## src/rtl/uart_rx_sequencer.sv

```systemverilog
// Receive-side UART control FSM: synchronises rx, validates the start bit, shifts in data,
// checks parity/stop and emits single-clock accept / parity-error / framing-error pulses.
module uart_rx_sequencer #(
  parameter int DATA_BITS  = 8,
  parameter int OVERSAMPLE = 16,
  parameter int PARITY_EN  = 1,
  parameter int PARITY_ODD = 0
) (
  input  logic                 clk,
  input  logic                 rst,
  input  logic                 baud_tick,
  input  logic                 rx,
  output logic [DATA_BITS-1:0] data_out,
  output logic                 stop_enable,
  output logic                 parity_error,
  output logic                 framing_error,
  output logic                 busy
);

  localparam int TW = $clog2(OVERSAMPLE);
  localparam int BW = $clog2(DATA_BITS + 1);
  localparam logic [TW-1:0] TICK_MID  = TW'(OVERSAMPLE / 2 - 1);
  localparam logic [TW-1:0] TICK_LAST = TW'(OVERSAMPLE - 1);
  localparam logic [BW-1:0] BIT_LAST  = BW'(DATA_BITS - 1);
  localparam logic          PAR_ODD   = (PARITY_ODD != 0);

  typedef enum logic [2:0] {IDLE, START, DATA, PARITY, STOP} state_t;

  state_t               state;
  state_t               state_next;
  logic                 rx_meta;
  logic                 rx_s;
  logic [TW-1:0]        tick_cnt;
  logic [BW-1:0]        bit_cnt;
  logic [DATA_BITS-1:0] shift_reg;
  logic                 par_bad;
  logic                 mid_start;
  logic                 bit_end;
  logic                 accept_next;
  logic                 perr_next;
  logic                 ferr_next;

  assign mid_start = baud_tick && (tick_cnt == TICK_MID);
  assign bit_end   = baud_tick && (tick_cnt == TICK_LAST);

  // Synchroniser resets to the idle-high line level so reset never looks like a start bit.
  always_ff @(posedge clk) begin
    if (rst) begin
      rx_meta <= 1'b1;
      rx_s    <= 1'b1;
    end else begin
      rx_meta <= rx;
      rx_s    <= rx_meta;
    end
  end

  always_ff @(posedge clk) begin
    if (rst) state <= IDLE;
    else     state <= state_next;
  end

  always_comb begin
    state_next = state;
    case (state)
      IDLE:    if (baud_tick && !rx_s) state_next = START;
      START:   if (mid_start) state_next = rx_s ? IDLE : DATA;
      DATA:    if (bit_end && (bit_cnt == BIT_LAST))
                 state_next = (PARITY_EN != 0) ? PARITY : STOP;
      PARITY:  if (bit_end) state_next = STOP;
      STOP:    if (bit_end) state_next = IDLE;
      default: state_next = IDLE;
    endcase
  end

  // Frame outcome is decided at the stop-bit sample; framing error takes priority over parity.
  always_comb begin
    busy        = (state != IDLE);
    accept_next = (state == STOP) && bit_end && rx_s && !par_bad;
    perr_next   = (state == STOP) && bit_end && rx_s && par_bad;
    ferr_next   = (state == STOP) && bit_end && !rx_s;
  end

  always_ff @(posedge clk) begin
    if (rst) begin
      tick_cnt      <= '0;
      bit_cnt       <= '0;
      shift_reg     <= '0;
      par_bad       <= 1'b0;
      data_out      <= '0;
      stop_enable   <= 1'b0;
      parity_error  <= 1'b0;
      framing_error <= 1'b0;
    end else begin
      stop_enable   <= accept_next;
      parity_error  <= perr_next;
      framing_error <= ferr_next;
      if (accept_next) data_out <= shift_reg;
      if (baud_tick) begin
        case (state)
          IDLE: tick_cnt <= '0;
          START: begin
            if (mid_start) begin
              tick_cnt <= '0;
              bit_cnt  <= '0;
              par_bad  <= 1'b0;
            end else begin
              tick_cnt <= tick_cnt + 1'b1;
            end
          end
          default: begin
            tick_cnt <= (tick_cnt == TICK_LAST) ? '0 : tick_cnt + 1'b1;
            if (bit_end && (state == DATA)) begin
              shift_reg <= {rx_s, shift_reg[DATA_BITS-1:1]};
              bit_cnt   <= bit_cnt + 1'b1;
            end
            if (bit_end && (state == PARITY))
              par_bad <= ((^shift_reg) ^ rx_s) != PAR_ODD;
          end
        endcase
      end
    end
  end

endmodule

```

## config.mk

```make
export PLATFORM = sky130hd
export DESIGN_NAME = uart_rx_sequencer
export DESIGN_NICKNAME = d
export VERILOG_FILES = /design/src/rtl/uart_rx_sequencer.sv
export SDC_FILE = /design/constraint.sdc
export NUM_CORES = 1
export LEC_CHECK = 0
export BUFFER_PORTS_ARGS = -buffer_cell sky130_fd_sc_hd__buf_2
export CORE_ASPECT_RATIO = 0.6
export CORE_MARGIN = 2
export CORE_UTILIZATION = 40
export DETAILED_ROUTE_END_ITERATION = 12
export HOLD_SLACK_MARGIN = 0.05
export PLACE_DENSITY = 0.55
export SLEW_MARGIN = 5
export SYNTH_ARGS = -nofsm -noshare
export SYNTH_HDL_FRONTEND = slang
export SYNTH_SLANG_ARGS = --single-unit
```

## constraint.sdc

```tcl
create_clock -name clk -period 2.1 [get_ports clk]
set_clock_uncertainty 0.05 [all_clocks]
set_input_delay 0.42 -clock clk [delete_from_list [all_inputs] [get_ports clk]]
set_output_delay 0.42 -clock clk [all_outputs]
set_load 0.01 [all_outputs]
```

==> metrics.txt <==
max_cap viols 0; Root Buffer clkbuf_8; Tcrit/Tclk final 88.4%; H-tree depth 2; top_reg_cell synth dfxtp_1; R2R Path Start tick_cnt[0]$_SDFFE_PP0P_; CP Class register to register; met1 Usage GRT 23.0%; Placed Instance Area between 0.0015 and 0.002 mm^2; Post-Syn Nets 166; CP arrival 1.95 ns; Clock Latency Late Sink 0.28 ns; total number of vias between 1k and 1.5k; hold_buf cts 0; Routed WL 3.06 mm; drt wl/cell approximately 14 um; Mean Syn Cell Area 9.67 um^2; busiest grt layer met1; clk sinks 33; first drt pass iteration count 4; initial antenna violation count 0; first-pass GRT wire length 5.19 mm; Worst setup startpoint tick_cnt[0]$_SDFFE_PP0P_; Peak Freq ~0.54 GHz; Min-Delay Path Class primary input to register; status complete, no violations; All-Layer GR Usage 15.5%; nets 179; clock slew at reported path FFs 0.07 ns; critical path startpoint category register; CP max stage cell dfxtp_1; Reg2Reg Depth 6; DPL Wire Length 2.13 mm; final instance area 0.00175 mm^2; Synth top cells by count 33 x dfxtp_1, 23 x nor2_1, 17 x mux2i_1, 7 x clkbuf_1, 6 x xor2_1; share of cells above drive strength 1 18.4%; Final min period about 1.9 ns; diodes inserted 0; 1st-iter DRT viols 57; Req. time, crit path 2.19 ns; pre-CTS setup slack a little over 0.2 ns; Slew @ Worst Pin 0.579 ns; total grt overflow 0; Slew Limit Fails 0; # DRC 0; Max Buffers Root-to-Sink 2; die extent in x 84.3 um; vias per inst 5.27; Synth area leaders dfxtp_1 43%, mux2i_1 11%, nor2_1 5.6%, xor2_1 3.4%, xnor2_1 2.8%; met3 global-route usage 5.51%; final hold vios 0; post-cts gate resize count 0; Area Overhead vs Synth 12.9%; R2R Setup Slk 0.24 ns; post-synthesis cell count 160; crit path capture shift_reg[7]$_SDFFE_PP0P_; CTS tree built; # IOs 16; count leader, synth dfxtp_1; Post-synth EDFFs 0; Antenna Nets Post-Route 0; Netlist cell types 44; Synth Register Bits 33; pwr dens 665 mW/mm^2; relative slew slack 61.3%; setup bufs post-CTS 0; IO buf count 15; post-synthesis sequential area ratio 42.7%; GPL Wtd Cong slightly above 0.8; routing usage on met2 20.6%; RSZ-0062 raised after global routing no; TritonCTS Buffers 5; slack of the critical path between 0.2 and 0.25 ns; setup total negative slack 0 ns; number of global-route vias before repair 1046; Rows 17; fraction of registers with async set/reset 0%; final setup fails 0; maximum vdd drop 328 uV; DIE AREA 0.00440 mm^2; Cell Chain, Critical Path ha_1 > nand4_4 > nor4b_2 > buf_4 > mux2i_1 > nor2_1; Yosys top cell by area dfxtp_1; Synth Warn # 0; Design Power about 1200 uW; worst-path fanout max 10; Starting Density 42.1%; cell area after synthesis around 0.0015 mm^2; Die Ht 52.2 um; Leak Pwr ~0.00065 uW; Final Util 47.5%; CP Capture Type register; max incr delay on CP 0.37 ns; pin count of the biggest net entering global routing 33; share of the synthesized area in the top cell type 42.7%; worst r2r dst shift_reg[7]$_SDFFE_PP0P_; Core Area 0.00368 mm^2
[cell families after synthesis]
logic type,Yosys count,synth area share (%)
adders and majority gates,2,1.62
and+or+nand+nor,58,22.1
AOI/OAI and AO/OA,24,11.2
xor gates and xnor gates,12,7.68
muxes,17,11.0
DFF,33,42.7
buffers and inverters,14,3.72
[cell usage in the layout, fill, tap and decap left out, types with 2 or more instances in the layout]
| cell type | instances |
|---|---|
| xnor2_1 | 5 |
| nor2_1 | 23 |
| a21oi_1 | 3 |
| dfxtp_1 | 33 |
| nand3_1 | 3 |
| nand2_1 | 3 |
| nor3b_1 | 2 |
| ha_1 | 2 |
| or2_2 | 3 |
| or3_1 | 2 |
| nand2b_1 | 4 |
| mux2i_1 | 17 |
| xor2_1 | 6 |
| buf_4 | 3 |
| o21ai_0 | 3 |
| a211oi_1 | 4 |
| nor3_1 | 4 |
| clkbuf_8 | 5 |
| inv_1 | 2 |
| o211ai_1 | 3 |
| buf_2 | 15 |
| clkinv_2 | 2 |
| a311oi_1 | 2 |
| nand4_1 | 2 |
[metal layers]
| layer | vias to the layer above | part of all wire [%] |
|---|---|---|
| met5 | - | 0 |
| met4 | 0 | 0 |
| met3 | 0 | 5.3 |
| met2 | 32 | 40 |
| met1 | 538 | 55 |
| li1 | 595 | - |
[power by group]
group          switching, uW  internal, uW  leakage [uW]
Combinational           32.1          23.1      0.000337
Clock                    234           229     0.0000439
Sequential              11.9           631      0.000267
[stage by stage]
stage | hold WS [ns] | cells
finish | 0.265 | 221
global route | 0.250 | 221
CTS | 0.255 | 221
detailed placement | 0.358 | 213
global placement | 0.349 | 213
floorplan | 0.339 | 160
[critical path: cells and delay by family (launching register included)]
family | cells | cell delay (ns)
simple gates | 3 | 0.48
flops | 1 | 0.37
fa+ha+maj | 1 | 0.34
buf+inv | 1 | 0.26
mux | 1 | 0.22
[layout make-up]
class | instances | area, um^2
Multi-Input combinational cell | 113 | 836
Tap cell | 47 | 58.8
Inverter | 2 | 7.51
Clock buffer | 5 | 68.8
Sequential cell | 33 | 661
Timing Repair Buffer | 18 | 97.6
Fill cell | 342 | 1930
Clock inverter | 3 | 17.5
[how the worst min path moves through the flow]
| stage | from | to | slack, ns | cells past startpoint |
|---|---|---|---|---|
| floorplan | rx_meta$_SDFF_PP1_ | rx_s$_SDFF_PP1_ | 0.34 | 1 |
| detailed placement | rx_meta$_SDFF_PP1_ | rx_s$_SDFF_PP1_ | 0.36 | 1 |
| finish | rx | rx_meta$_SDFF_PP1_ | 0.26 | 2 |
| global placement | rx_meta$_SDFF_PP1_ | rx_s$_SDFF_PP1_ | 0.35 | 1 |
| CTS | rx | rx_meta$_SDFF_PP1_ | 0.25 | 2 |
| global route | rx | rx_meta$_SDFF_PP1_ | 0.25 | 2 |
No activity file was read; power rests on OpenSTA's default activity.
